[src/rtl/svga_timing_out.sv]
// SVGA timing generator with registered colour/sync output and Tiny VGA PMOD mapping.
// Optional colour-bar source built when SVGA_TEST_PATTERN_EN is defined (adds test_mode input).
module svga_timing_out #(
    parameter int H_ACTIVE   = 800,
    parameter int H_FRONT    = 40,
    parameter int H_SYNC     = 128,
    parameter int H_BACK     = 88,
    parameter int V_ACTIVE   = 600,
    parameter int V_FRONT    = 1,
    parameter int V_SYNC     = 4,
    parameter int V_BACK     = 23,
    parameter bit H_SYNC_POL = 1'b1,
    parameter bit V_SYNC_POL = 1'b1,
    parameter int COLOR_BITS = 2,
    localparam int H_TOTAL   = H_ACTIVE + H_FRONT + H_SYNC + H_BACK,
    localparam int V_TOTAL   = V_ACTIVE + V_FRONT + V_SYNC + V_BACK,
    localparam int HW        = $clog2(H_TOTAL),
    localparam int VW        = $clog2(V_TOTAL),
    localparam int CW        = 3 * COLOR_BITS
) (
    input  logic          clk,
    input  logic          reset,
    input  logic          enable,
`ifdef SVGA_TEST_PATTERN_EN
    input  logic          test_mode,
`endif
    input  logic [CW-1:0] pixel_rgb,
    output logic [HW-1:0] x_pos,
    output logic [VW-1:0] y_pos,
    output logic          active,
    output logic [CW-1:0] rgb,
    output logic          hsync,
    output logic          vsync,
    output logic          next_vertical,
    output logic          next_frame,
    output logic [7:0]    pmod_out
);

    localparam int LO = (COLOR_BITS > 1) ? COLOR_BITS - 2 : COLOR_BITS - 1;

    logic [HW-1:0] h_cnt;
    logic [VW-1:0] v_cnt;
    logic          h_last;
    logic          v_last;
    logic          h_sync_win;
    logic          v_sync_win;
    logic [CW-1:0] color;

    assign h_last = (h_cnt == HW'(H_TOTAL - 1));
    assign v_last = (v_cnt == VW'(V_TOTAL - 1));

    // Widened compares so a window ending exactly at the total cannot wrap.
    assign h_sync_win = ({1'b0, h_cnt} >= (HW+1)'(H_ACTIVE + H_FRONT)) &&
                        ({1'b0, h_cnt} <  (HW+1)'(H_ACTIVE + H_FRONT + H_SYNC));
    assign v_sync_win = ({1'b0, v_cnt} >= (VW+1)'(V_ACTIVE + V_FRONT)) &&
                        ({1'b0, v_cnt} <  (VW+1)'(V_ACTIVE + V_FRONT + V_SYNC));

    always_ff @(posedge clk or posedge reset) begin
        if (reset) begin
            h_cnt <= '0;
            v_cnt <= '0;
        end else if (!enable) begin
            h_cnt <= '0;
            v_cnt <= '0;
        end else if (h_last) begin
            h_cnt <= '0;
            v_cnt <= v_last ? '0 : v_cnt + 1'b1;
        end else begin
            h_cnt <= h_cnt + 1'b1;
        end
    end

    assign x_pos         = h_cnt;
    assign y_pos         = v_cnt;
    assign active        = ({1'b0, h_cnt} < (HW+1)'(H_ACTIVE)) &&
                           ({1'b0, v_cnt} < (VW+1)'(V_ACTIVE));
    assign next_vertical = enable && h_last;
    assign next_frame    = next_vertical && v_last;

`ifdef SVGA_TEST_PATTERN_EN
    // Eight equal-width bars across the visible line; index bits select R/G/B.
    logic [HW+2:0] bar_full;
    logic [2:0]    bar;
    logic [CW-1:0] pattern;

    assign bar_full = {h_cnt, 3'b000} / (HW+3)'(H_ACTIVE);
    assign bar      = bar_full[2:0];
    assign pattern  = {{COLOR_BITS{bar[2]}}, {COLOR_BITS{bar[1]}}, {COLOR_BITS{bar[0]}}};
    assign color    = test_mode ? pattern : pixel_rgb;
`else
    assign color    = pixel_rgb;
`endif

    always_ff @(posedge clk or posedge reset) begin
        if (reset) begin
            rgb   <= '0;
            hsync <= ~H_SYNC_POL;
            vsync <= ~V_SYNC_POL;
        end else begin
            rgb   <= (enable && active) ? color : '0;
            hsync <= (enable && h_sync_win) ? H_SYNC_POL : ~H_SYNC_POL;
            vsync <= (enable && v_sync_win) ? V_SYNC_POL : ~V_SYNC_POL;
        end
    end

    // Only the top two bits of each channel reach the PMOD; 1-bit colour repeats its msb.
    logic [COLOR_BITS-1:0] r_ch;
    logic [COLOR_BITS-1:0] g_ch;
    logic [COLOR_BITS-1:0] b_ch;

    assign r_ch = rgb[CW-1 -: COLOR_BITS];
    assign g_ch = rgb[2*COLOR_BITS-1 -: COLOR_BITS];
    assign b_ch = rgb[COLOR_BITS-1:0];

    assign pmod_out = {hsync, b_ch[LO], g_ch[LO], r_ch[LO],
                       vsync, b_ch[COLOR_BITS-1], g_ch[COLOR_BITS-1], r_ch[COLOR_BITS-1]};

endmodule
[config.mk]
export PLATFORM = sky130hd
export DESIGN_NAME = svga_timing_out
export DESIGN_NICKNAME = d
export VERILOG_FILES = /design/src/rtl/svga_timing_out.sv
export SDC_FILE = /design/constraint.sdc
export NUM_CORES = 1
export LEC_CHECK = 0
export CAP_MARGIN = 20
export CORE_ASPECT_RATIO = 0.7
export CORE_MARGIN = 3
export CORE_UTILIZATION = 46
export CTS_CLUSTER_DIAMETER = 50
export DETAILED_ROUTE_END_ITERATION = 6
export MAX_ROUTING_LAYER = met4
export PLACE_DENSITY = 0.9
export SLEW_MARGIN = 5
export SYNTH_ARGS = -nofsm -noshare
export SYNTH_HDL_FRONTEND = slang
export SYNTH_SLANG_ARGS = --single-unit
[constraint.sdc]
create_clock -name clk -period 2.4 [get_ports clk]
set_clock_uncertainty 0.15 [all_clocks]
set_input_delay 0.48 -clock clk [delete_from_list [all_inputs] [get_ports clk]]
set_output_delay 0.48 -clock clk [all_outputs]
set_load 0.02 [all_outputs]
After elaboration in Yosys (flattened, before gate mapping)

Cells that the tools add are included.

Add/sub/neg operators: 2
Multipliers: 0
Div/mod/pow operators: 0
Magnitude comparators: 6
Eq/ne operators: 3
Shifts and indexed selects: 0
Muxes and demuxes: 8
Bitwise logic cells: 0
Reductions and logical operators: 8

Operator list:

| kind                  | count |
|---|---|
| $mux 10               | 3 |
| $lt 11x10->1 const B  | 2 |
| $mux 11               | 2 |
| $lt 10x10->1 const B  | 2 |
| $add 11x1->11 const B | 1 |
| $eq 11x11->1 const B  | 1 |
| $ge 11x10->1 const B  | 1 |
| $add 10x1->10 const B | 1 |
| $eq 10x10->1 const B  | 1 |
| $ge 10x10->1 const B  | 1 |
| $logic_and 1x1->1     | 8 |
| $mux 6                | 1 |
| $mux 1                | 2 |
| $ne 2x1->1 const B    | 1 |

Flip-flop bits (word level): 29
Bits in latches: 0
Memory bits (writable): 0
Bits in read-only memories: 0
Bits of input ports: 9
Memories kept: 0

Longest topological paths before layout

Depth in word-level cells: 4
Depth in mapped cells: 6
Gate-level depth less buffers: 5

Worst setup path before layout

Ideal clock, no wire load.

Kind: reg-to-output
From: register h_cnt[0], in the netlist x_pos[0]
To: output port next_frame
Data arrival time: 1.892 ns
Data required time: 1.770 ns
Path slack: -0.122 ns
Cell stages (with the launch flop): 5
Cell sequence: dfrtp_1 > ha_1 > nand4_1 > nor3_2 > nor2b_1

Word-level cells in the longest chain between the ends: 3

RTL lines:

| what                    | RTL line | text |
|---|---|---|
| start, declared         | 41       | `logic [HW-1:0] h_cnt;` |
| start signal, assigned  | 69       | `h_cnt <= h_cnt + 1'b1;` |
| $eq 11x11->1            | 49       | `assign h_last = (h_cnt == HW'(H_TOTAL - 1));` |
| $logic_and 1x1->1       | 77       | `assign next_vertical = enable && h_last;` |
| named net next_vertical | 34       | `output logic next_vertical,` |
| $logic_and 1x1->1       | 78       | `assign next_frame = next_vertical && v_last;` |
| end, declared           | 35       | `output logic next_frame,` |

The timed path passes the listed nets, and every way through them passes these cells.

Final worst setup path

From: register h_cnt[7], in the netlist x_pos[7]
To: output port active

Word-level cells in the longest chain between the ends: 2

RTL lines:

| what              | RTL line | text |
|---|---|---|
| $lt 11x10->1      | 75       | `assign active = ({1'b0, h_cnt} < (HW+1)'(H_ACTIVE)) &&` |
| $logic_and 1x1->1 | 75       |  |
| end, declared     | 30       | `output logic active,` |

No other way between the ends.

==> flow_summary.rst <==
.. list-table::
   :header-rows: 1

   * - Metric
     - Value
   * - Commonest cells after routing, fill and taps aside
     - sky130_fd_sc_hd__clkdlybuf4s50_1 (44), sky130_fd_sc_hd__buf_4 (31), sky130_fd_sc_hd__dfrtp_1 (29), sky130_fd_sc_hd__nor2_1 (15), sky130_fd_sc_hd__inv_1 (13)
   * - Post-Route Utilization
     - between 70% and 80%
   * - Routed wire length per instance
     - 16.0 µm
   * - Global routing met3 resource utilization
     - ~6.5%
   * - Net Sw Power
     - around 0.00025 W
   * - Largest driver fanout on the critical path
     - 4
   * - Fraction of final layout cells sized beyond drive strength 1
     - a little over a fifth
   * - Warnings from Yosys
     - 0
   * - TritonCTS sink count
     - 29
   * - Source-to-sink clock delay at the later pin of the worst-skew pair
     - slightly below 300 ps
   * - Slack of the worst reg-to-reg path
     - about 300 ps
   * - Row count
     - 17
   * - Number of nets in the synthesized netlist
     - 177
   * - DIE HEIGHT
     - roughly 55 µm
   * - Initial core utilization
     - 49.3%
   * - Starting DRC count in detailed routing
     - roughly 120
   * - Number of diodes added for antenna fixing
     - 0
   * - Share of total power in sequential cells
     - around half
   * - Gate Count Post-Synth
     - ~160
   * - Cells after DPL
     - ~270
   * - Final TNS setup
     - 0 ps
   * - Type of destination of the critical path
     - primary output
   * - Crit path DAT
     - ~1700 ps
   * - Final period demand of the worst path
     - 2350 ps
   * - Timing endpoint of the critical path
     - active
   * - Pwr/cell area
     - 422 mW/mm²
   * - Maxcap violations
     - 0
   * - Reg-to-reg critical path startpoint
     - x_pos[1]
   * - Cts bufs inserted
     - 5
   * - Clock tree from TritonCTS
     - built
   * - Critical path class
     - register to primary output
   * - Fraction of the cycle the final worst path needs
     - 97.9%
   * - Required time of the critical path
     - around 1800 ps
   * - Outcome
     - completed
   * - Overall fraction of global-route tracks in use
     - about a quarter
   * - Total wirelength of the detailed-routed design
     - around 4500 µm
   * - Number of antenna violations at the first check in global routing
     - 0
   * - Proportion of synthesized chip area in sequential cells
     - a little under half
   * - 1st-pass router iterations
     - 4
   * - Post-synthesis to final-layout area growth
     - 48.9%
   * - Average cell area after synthesis
     - approximately 10 µm²
   * - Vias in the first global route
     - around 1.5k
   * - GR peak layer
     - met2
   * - Worst setup path startpoint
     - x_pos[7]
   * - CORE AREA
     - between 0.003 and 0.004 mm²
   * - Root cell of the clock tree
     - sky130_fd_sc_hd__clkbuf_8
   * - Sw Share
     - between 20% and 30%
   * - Internal Pwr Total
     - 0.000749 W
   * - Final-stage net count
     - roughly 250
   * - Area of the die
     - about 0.0042 mm²
   * - Remaining design rule violation count
     - 0
   * - Number of pins exceeding their max-slew limit in the final report
     - 0
   * - Largest net degree at the start of global routing
     - 30
   * - Grt ovf
     - 0
   * - EDFF count, synth
     - 0
   * - Setup repair after global routing missed its margin
     - yes
   * - Transition time at the pin with the least slew margin
     - 387 ps
   * - Maximum number of buffers from clock root to sink
     - 2
   * - Relative slew margins
     - 73.8%
   * - Worst Reg2Reg Path Length in Cells
     - 6
   * - Via total after detailed routing
     - between 1.5k and 2k
   * - Power share of the combinational group
     - a little over a tenth
   * - Max IR drop VDD
     - between 0.3 and 0.4 mV
   * - Launching element type of the critical path
     - register
   * - Hold crit path type
     - input pin to async pin
   * - Synthesized flop and latch total
     - 29
   * - Capture instance of the worst register-to-register path
     - y_pos[5]
   * - Placer Congestion
     - 0.909
   * - Pleak
     - around 1.0 nW
   * - Number of buffers inserted for hold repair after clock tree synthesis
     - 0
   * - Fmax achieved
     - ~430 MHz
   * - Most common cell after layout, fill and taps aside
     - sky130_fd_sc_hd__clkdlybuf4s50_1
   * - Synth async-reset ratio
     - 100%
   * - Global-route met2 utilization
     - 35.3%
   * - Top flip-flop cell by instance count after synthesis
     - sky130_fd_sc_hd__dfrtp_1
   * - Post-route non-filler standard cell count
     - ~280
   * - Detailed-route vias per instance
     - between 5 and 6
   * - Clock power frac
     - about two fifths
   * - Number of hold violations in the final report
     - 0
   * - Global routing met1 resource utilization
     - around 30%
   * - Clk slew on worst S/H paths
     - around 70 ps
   * - Final setup violation count
     - 0
   * - Io pins
     - between 40 and 50
   * - Post-synth cell types
     - 40
   * - Synthesized cell area
     - approximately 0.0016 mm²
   * - Global-route wire length before repair
     - 7470 µm
   * - Number of antenna-violating nets in the routed design
     - 0
   * - Fillcell total
     - 235
   * - Detailed-placement wirelength estimate
     - ~3400 µm
   * - Width of the chip
     - about 76 µm
   * - Number of port buffers
     - 48
   * - Depth of the CTS H-tree
     - 2
synth_stat cells, types with 2 or more instances:
library cell | count | area share [%]
sky130_fd_sc_hd__o31a_1 | 2 | 1.1
sky130_fd_sc_hd__xor2_1 | 2 | 1.1
sky130_fd_sc_hd__o21ai_0 | 5 | 1.6
sky130_fd_sc_hd__nand2_1 | 7 | 1.6
sky130_fd_sc_hd__nand3_1 | 10 | 3.1
sky130_fd_sc_hd__buf_4 | 8 | 3.8
sky130_fd_sc_hd__dfrtp_1 | 29 | 46
sky130_fd_sc_hd__xnor2_1 | 9 | 4.9
sky130_fd_sc_hd__nor2_1 | 15 | 3.5
sky130_fd_sc_hd__nand4_1 | 3 | 1.2
sky130_fd_sc_hd__inv_1 | 13 | 3.1
sky130_fd_sc_hd__ha_1 | 5 | 3.9
sky130_fd_sc_hd__nor4_1 | 3 | 1.2
sky130_fd_sc_hd__nor3_1 | 5 | 1.6
sky130_fd_sc_hd__nor3_2 | 2 | 1.3
sky130_fd_sc_hd__o31ai_1 | 2 | 0.94
sky130_fd_sc_hd__a21oi_1 | 2 | 0.63
sky130_fd_sc_hd__clkbuf_1 | 4 | 0.94
sky130_fd_sc_hd__and3_1 | 8 | 3.1
sky130_fd_sc_hd__a31oi_1 | 5 | 2.0
sky130_fd_sc_hd__o211ai_1 | 5 | 2.4
worst min path at each step:
stage	from	end	slack [ps]
floorplan	reset	hsync	410
global placement	x_pos[0]	x_pos[0]	390
detailed placement	y_pos[6]	y_pos[6]	420
CTS	reset	rgb[3]	420
global route	reset	rgb[3]	460
finish	reset	rgb[3]	410
registers in the layout, indices dropped and copies added, names as in the netlist:
register  cells
vsync         1
x_pos        11
y_pos        10
hsync         1
rgb           6
what timing repair did:
item | 4_1_cts | 5_1_grt
gates resized for setup | 14 | 6
endpoints found under the setup margin | 3 | 2
buffers inserted | 1 | 0
pin swaps | 1 | 2
logic make-up after synthesis:
| group | Yosys count | share of synthesized area, % |
|---|---|---|
| xor gates and xnor gates | 11 | 6.05 |
| buffers and inverters | 26 | 9.03 |
| AOI/OAI and AO/OA | 27 | 12.1 |
| DFF | 29 | 45.6 |
| adders and majority gates | 5 | 3.93 |
| and+or+nand+nor | 65 | 23.3 |
routing by layer:
layer  routed length, µm  share of wire (%)  vias to the layer above
li1                    -                  -                      712
met1                1970                 43                      725
met2                2110                 46                       67
met3                 382                8.4                       10
met4                  81                1.8                        0
met5                   0                  0                        -
cell type report:
| type | instances | area [µm²] | share of cell area, % |
|---|---|---|---|
| clock buffer | 5 | 68.8 | 2.90 |
| tap | 47 | 58.8 | 2.48 |
| timing repair buffer | 78 | 708 | 29.9 |
| multi-input combinational | 108 | 744 | 31.4 |
| sequential | 29 | 726 | 30.6 |
| inverter | 13 | 48.8 | 2.06 |
| clock inverter | 3 | 17.5 | 0.738 |
critical path, stage by stage, from the launching register on:
cell and delay (ps):
sky130_fd_sc_hd__dfrtp_1 370, sky130_fd_sc_hd__or3_4 430, sky130_fd_sc_hd__a32o_1 300, sky130_fd_sc_hd__nor3_4 180, sky130_fd_sc_hd__buf_6 150
per-stage QoR:
stage / hold slack, ps / power, W / area [µm²] / worst slack, ps
floorplan: 408 / 0.000568 / 1600 / 57.1
global placement: 392 / 0.000615 / 2260 / -409
detailed placement: 424 / 0.000620 / 2260 / -421
CTS: 421 / 0.00101 / 2350 / -11.6
global route: 461 / 0.00103 / 2370 / -17.8
finish: 410 / 0.00100 / 2370 / 50.7
power by group through the flow:
stage               Combinational [W]  Sequential (W)  Clock, W
global route                 0.000113        0.000505  0.000416
CTS                          0.000107        0.000504  0.000399
finish                       0.000106        0.000503  0.000392
detailed placement           0.000107        0.000512         0
floorplan                   0.0000415        0.000526         0
global placement             0.000104        0.000511         0
(Power assumes the default switching activity.)
